`src/rtl/multi_scanner_ring.sv`:
```
// multi_scanner_ring: ring of N_SCAN buffer scanners with pre-wake handoff.
// Define SCAN_STATS_EN to add saturating xfer_total / flush_total outputs.
module multi_scanner_ring #(
    parameter int N_SCAN    = 2,
    parameter int DEPTH     = 10,
    parameter int CNT_W     = 4,
    parameter int STBY_LVL  = 8,
    parameter int START_LVL = 9,
    parameter int DIV_BITS  = 24,
    localparam int IDX_W    = $clog2(N_SCAN)
) (
    input  logic                    clk,
    input  logic                    reset,
    input  logic                    startSystem,
    input  logic                    startScan,
    input  logic                    startTransfer,
    output logic [3*N_SCAN-1:0]     state_bus,
    output logic [CNT_W*N_SCAN-1:0] count_bus,
    output logic [N_SCAN-1:0]       ready_to_transfer,
    output logic [IDX_W-1:0]        active_idx,
    output logic                    clk_led
`ifdef SCAN_STATS_EN
    ,
    output logic [15:0]             xfer_total,
    output logic [15:0]             flush_total
`endif
);

    localparam logic [2:0] LOWPOWER     = 3'b000;
    localparam logic [2:0] STANDBY      = 3'b001;
    localparam logic [2:0] COLLECTING   = 3'b010;
    localparam logic [2:0] IDLE         = 3'b011;
    localparam logic [2:0] TRANSFERRING = 3'b100;
    localparam logic [2:0] FLUSHING     = 3'b101;

    localparam logic [CNT_W-1:0] C_DEPTH = CNT_W'(DEPTH);
    localparam logic [CNT_W-1:0] C_STBY  = CNT_W'(STBY_LVL);
    localparam logic [CNT_W-1:0] C_START = CNT_W'(START_LVL);
    localparam logic [CNT_W-1:0] C_ONE   = CNT_W'(1);
    localparam logic [CNT_W-1:0] C_TWO   = CNT_W'(2);

    logic              tick;
    logic              any_coll;
    logic [N_SCAN-1:0] coll;
    logic [N_SCAN-1:0] wake;
    logic [N_SCAN-1:0] go;
    logic [N_SCAN-1:0] adv;
    logic [N_SCAN-1:0] elig;
    logic [N_SCAN-1:0] take;
    logic [IDX_W-1:0]  idx_n;

    if (DIV_BITS == 0) begin : g_nodiv
        assign tick = 1'b1;
    end else begin : g_div
        logic [DIV_BITS-1:0] div;
        always_ff @(posedge clk or negedge reset) begin
            if (!reset) div <= '0;
            else        div <= div + DIV_BITS'(1);
        end
        assign tick = &div;
    end

    always_ff @(posedge clk or negedge reset) begin
        if (!reset)    clk_led <= 1'b0;
        else if (tick) clk_led <= ~clk_led;
    end

    assign any_coll = |coll;
    // lowest-index IDLE scanner not being flushed wins startTransfer
    assign take = elig & (~elig + N_SCAN'(1));

    for (genvar g = 0; g < N_SCAN; g++) begin : g_scan
        localparam int SUCC = (g + 1) % N_SCAN;
        logic [2:0]       st;
        logic [2:0]       st_n;
        logic [CNT_W-1:0] cnt;
        logic [CNT_W-1:0] cnt_n;
        logic             mine;

        assign mine        = active_idx == IDX_W'(g);
        assign coll[g]     = st == COLLECTING;
        assign wake[SUCC]  = coll[g] && cnt >= C_STBY;
        assign go[SUCC]    = coll[g] && cnt >= C_START;
        assign adv[g]      = coll[g] && cnt == C_DEPTH && coll[SUCC];
        assign elig[g]     = st == IDLE && !go[g];

        assign state_bus[3*g +: 3]         = st;
        assign count_bus[CNT_W*g +: CNT_W] = cnt;
        assign ready_to_transfer[g]        = st == IDLE;

        always_comb begin
            st_n  = st;
            cnt_n = cnt;
            unique case (st)
                LOWPOWER: begin
                    if (go[g])
                        st_n = COLLECTING;
                    else if (wake[g] || (startSystem && mine && !any_coll))
                        st_n = STANDBY;
                end
                STANDBY: begin
                    if (go[g] || (startScan && mine)) st_n = COLLECTING;
                end
                COLLECTING: begin
                    if (cnt != C_DEPTH)   cnt_n = cnt + C_ONE;
                    else if (coll[SUCC])  st_n  = IDLE;
                end
                IDLE: begin
                    if (go[g])                          st_n = FLUSHING;
                    else if (startTransfer && take[g])  st_n = TRANSFERRING;
                end
                TRANSFERRING: begin
                    if (cnt == '0) st_n  = LOWPOWER;
                    else           cnt_n = cnt - C_ONE;
                end
                FLUSHING: begin
                    if (cnt == '0)       st_n  = go[g] ? COLLECTING : LOWPOWER;
                    else if (cnt < C_TWO) cnt_n = '0;
                    else                 cnt_n = cnt - C_TWO;
                end
                default: begin
                    st_n  = LOWPOWER;
                    cnt_n = '0;
                end
            endcase
        end

        always_ff @(posedge clk or negedge reset) begin
            if (!reset) begin
                st  <= LOWPOWER;
                cnt <= '0;
            end else if (tick) begin
                st  <= st_n;
                cnt <= cnt_n;
            end
        end
    end

    always_comb begin
        idx_n = active_idx;
        for (int i = 0; i < N_SCAN; i++)
            if (adv[i]) idx_n = IDX_W'((i + 1) % N_SCAN);
    end

    always_ff @(posedge clk or negedge reset) begin
        if (!reset)    active_idx <= '0;
        else if (tick) active_idx <= idx_n;
    end

`ifdef SCAN_STATS_EN
    logic [N_SCAN-1:0] xfer_done;
    logic [N_SCAN-1:0] flush_start;

    for (genvar g = 0; g < N_SCAN; g++) begin : g_ev
        assign xfer_done[g]   = g_scan[g].st == TRANSFERRING &&
                                g_scan[g].cnt == '0;
        assign flush_start[g] = g_scan[g].st == IDLE && go[g];
    end

    function automatic logic [15:0] sat_add(input logic [15:0]       a,
                                            input logic [N_SCAN-1:0] ev);
        logic [16:0] s;
        s = {1'b0, a} + 17'($countones(ev));
        return s[16] ? 16'hFFFF : s[15:0];
    endfunction

    always_ff @(posedge clk or negedge reset) begin
        if (!reset) begin
            xfer_total  <= '0;
            flush_total <= '0;
        end else if (tick) begin
            xfer_total  <= sat_add(xfer_total, xfer_done);
            flush_total <= sat_add(flush_total, flush_start);
        end
    end
`endif

endmodule

```
`config.mk`:
```
export PLATFORM = sky130hd
export DESIGN_NAME = multi_scanner_ring
export DESIGN_NICKNAME = d
export VERILOG_FILES = /design/src/rtl/multi_scanner_ring.sv
export SDC_FILE = /design/constraint.sdc
export NUM_CORES = 1
export LEC_CHECK = 0
export BUFFER_PORTS_ARGS = -buffer_cell sky130_fd_sc_hd__buf_4
export CAP_MARGIN = 30
export CORE_ASPECT_RATIO = 1.1
export CORE_MARGIN = 8
export CORE_UTILIZATION = 35
export CTS_CLUSTER_DIAMETER = 80
export DETAILED_ROUTE_END_ITERATION = 6
export PLACE_DENSITY = 0.5
export SETUP_SLACK_MARGIN = 0.4
export SYNTH_ARGS = -nofsm -noshare
export SYNTH_HDL_FRONTEND = slang
export SYNTH_SLANG_ARGS = --single-unit
```
`constraint.sdc`:
```
create_clock -name clk -period 6.35 [get_ports clk]
set_input_delay 0.635 -clock clk [delete_from_list [all_inputs] [get_ports clk]]
set_output_delay 0.635 -clock clk [all_outputs]
set_load 0.01 [all_outputs]
```
==> flow_summary.json <==
{
  "numCtsBuffers": 5,
  "synth_area_um2": 2450,
  "synth.distinct_cells": 60,
  "dp.cells": 347,
  "clk_pin_slew_ns": 0.08,
  "io_buffer_count": 22,
  "drt-initial-drc-count": 104,
  "place_congestion": 0.795,
  "cts_sinks": 40,
  "syn-num-nets": 262,
  "cts_htree_levels": 2,
  "yosysWarnings": 0,
  "wl_um": 5090,
  "finalSetupViolations": 0,
  "tritoncts": "done",
  "ant_nets": 0,
  "holdWs_ns": 0.311,
  "yosysMostFrequentCell": "dfrtp_1",
  "max-vdd-ir-drop_uv": 100,
  "die_h_um": 104,
  "cts_root_buf": "clkbuf_8",
  "antenna_cells": 0,
  "p_clk_share_pct": 46.3,
  "fin_skew_ns": 0.00618,
  "cts_hold_buf": 0,
  "cts_resized": 0,
  "area_growth_pct": 14.7,
  "antenna_found_initial": 0,
  "grt_pass1_wl_um": 8710,
  "synth.area.top_cells": "dfrtp_1 41%, xnor2_1 6.1%, ha_1 3.6%",
  "synth_top_area_share_pct": 40.9,
  "syn-mean-instance-area_um2": 9.87,
  "ys_ff_latch": 40,
  "hold_viol": 0,
  "num_vias": 1858,
  "grt_max_degree": 41,
  "power.internal_uw": 395,
  "clk_path_buf_depth": 2,
  "grt.overflow.total": 0,
  "seq_power_share_pct": 52.1,
  "dieWidth_um": 95.7,
  "drive_above_1_share_pct": 17.0,
  "grt_setup_unrepaired": "no",
  "r2r_slack_ns": 3.68,
  "fin_area_um2": 2810,
  "synth_top_area_cell": "dfrtp_1",
  "num_rows": 32,
  "start_util_pct": 35.5,
  "final.setup.tns_ns": 0,
  "stdcell_count": 355,
  "cts_setup_buffers": 0,
  "coreArea_um2": 6890,
  "status": "finished, final reports clean",
  "cp_max_fo": 14,
  "async_flop_share_pct": 100,
  "p_sw_uw": 93.4,
  "multi_input_area_um2": 1360,
  "slew_viol_final": 0,
  "yosysSeqAreaShare_pct": 40.9,
  "placedInstanceArea_um2": 2680,
  "routedWlPerCell_um": 14.3,
  "clk_latency_ns": 0.29,
  "yosys_most_used_dff": "dfrtp_1",
  "worstSetupPathType": "reg -> reg",
  "r2r_end": "g_scan[1].cnt[3]",
  "route.detailed.drc": 0,
  "arrival_ns": 2.84,
  "reg2reg_depth": 8,
  "grt_pass1_vias": 1801,
  "p_leak_nw": 1.29,
  "vias_per_cell": 5.23,
  "grt_usage_pct": 10.8,
  "p_sw_share_pct": 19.1,
  "pwr-share-comb_pct": 1.7,
  "dieArea_um2": 9930,
  "worst_ep_required_time_ns": 6.53,
  "nets": 283,
  "min_period_over_period_pct": 42.0,
  "seqCellArea_um2": 1000,
  "clock.fmax_ghz": 0.375,
  "worst_pin_slew_ns": 0.520,
  "first_pass_iters": 4,
  "slew_headroom_pct": 65.0,
  "maxCapViolCount": 0,
  "boundaryPins": 23,
  "hpwl_um": 3730,
  "synth-edff-count": 0,
  "worstHoldPathType": "in -> async",
  "period_minus_slack_ns": 2.67,
  "fillCellCount": 701,
  "r2r_start": "g_scan[1].st[2]",
  "startpoint_type": "flop",
  "cp-end-kind": "flop",
  "synthCells": 248,
  "power_density_nw_per_um2": 174,
  "synth_top_cells_by_count": "40 x dfrtp_1, 18 x nor2_1, 17 x xnor2_1"
}
==> cell type report <==
class | instances | share of cell area (%)
repair buffers | 22 | 5.88
multi-input cells | 187 | 48.4
flip-flops and latches | 40 | 35.7
inverters | 13 | 1.74
clock inverters | 1 | 1.07
clock buffers | 7 | 3.43
well taps | 85 | 3.79
==> kinds of logic after synthesis <==
kind of cell | after synthesis | share of synthesized area [%]
adder cells (fa/ha/maj) | 9 | 5.21
AND/OR/NAND/NOR | 96 | 23.2
flip-flops | 40 | 40.9
multiplexers | 11 | 4.91
buffers and inverters | 21 | 3.58
AO/OA/AOI/OAI | 45 | 12.9
XOR/XNOR | 26 | 9.30
==> through the flow <==
step	setup WS (ns)	util, %	total power, mW
after global routing	3.43	40.8	0.508
after global placement	3.78	38.9	0.269
after detailed placement	3.71	38.9	0.268
final	3.68	40.8	0.489
after CTS	3.69	40.8	0.498
after floorplan	3.88	-	0.261
==> worst max-delay path, stage by stage, from the launching register on <==
cell       delay [ns]
dfrtp_1          0.59
or2b_2           0.37
nor2_1           0.30
ha_1             0.30
a21o_1           0.17
a21o_1           0.20
a221oi_1         0.27
o2bb2ai_1        0.09
mux2_2           0.26
==> flip-flops by register name, indices dropped and copies added, names as in the netlist <==
signal	cells
g_div.div	24
g_scan.cnt	8
g_scan.st	6
active_idx	1
clk_led	1
==> worst max path at each step <==
stage | start | end | cells after the start | slack [ns]
global route | g_scan[1].st[2] | g_scan[1].cnt[3] | 8 | 3.43
finish | g_scan[1].st[2] | g_scan[1].cnt[3] | 8 | 3.68
floorplan | g_scan[1].st[1] | g_scan[1].cnt[3] | 9 | 3.88
global placement | g_scan[1].st[2] | g_scan[1].cnt[3] | 8 | 3.78
CTS | g_scan[1].st[2] | g_scan[1].cnt[3] | 8 | 3.69
detailed placement | g_scan[1].st[2] | g_scan[1].cnt[3] | 8 | 3.71
==> layout by cell type, fill, tap and decap left out, types with 4 or more instances in the layout <==
| cell | instances |
|---|---|
| a21o_1 | 6 |
| a21oi_1 | 8 |
| buf_4 | 22 |
| clkbuf_8 | 7 |
| dfrtp_1 | 40 |
| ha_1 | 7 |
| inv_1 | 13 |
| mux2_2 | 4 |
| mux2i_1 | 6 |
| nand2_1 | 13 |
| nand3_1 | 14 |
| nand4_1 | 6 |
| nor2_1 | 18 |
| nor2b_1 | 4 |
| nor3_1 | 9 |
| nor3b_1 | 4 |
| o21ai_0 | 8 |
| o31ai_1 | 4 |
| xnor2_1 | 17 |
| xor2_1 | 9 |
==> power by group through the flow <==
stage	clock network [mW]	registers, mW	logic [mW]
after floorplan	0	0.260	0.00102
after global placement	0	0.260	0.00916
after detailed placement	0	0.260	0.00890
after CTS	0.235	0.254	0.00890
after global routing	0.243	0.254	0.00990
final	0.226	0.254	0.00822
==> layer usage <==
layer	part of all wire (%)	wire, µm	track usage [%]	vias up
met5	0	0	0	-
met4	1.3	66	3.30	0
met3	5.1	258	2.60	6
met2	45	2320	16.2	26
met1	48	2450	14.7	890
li1	-	-	-	936
Power figures use the tool's default switching activity.
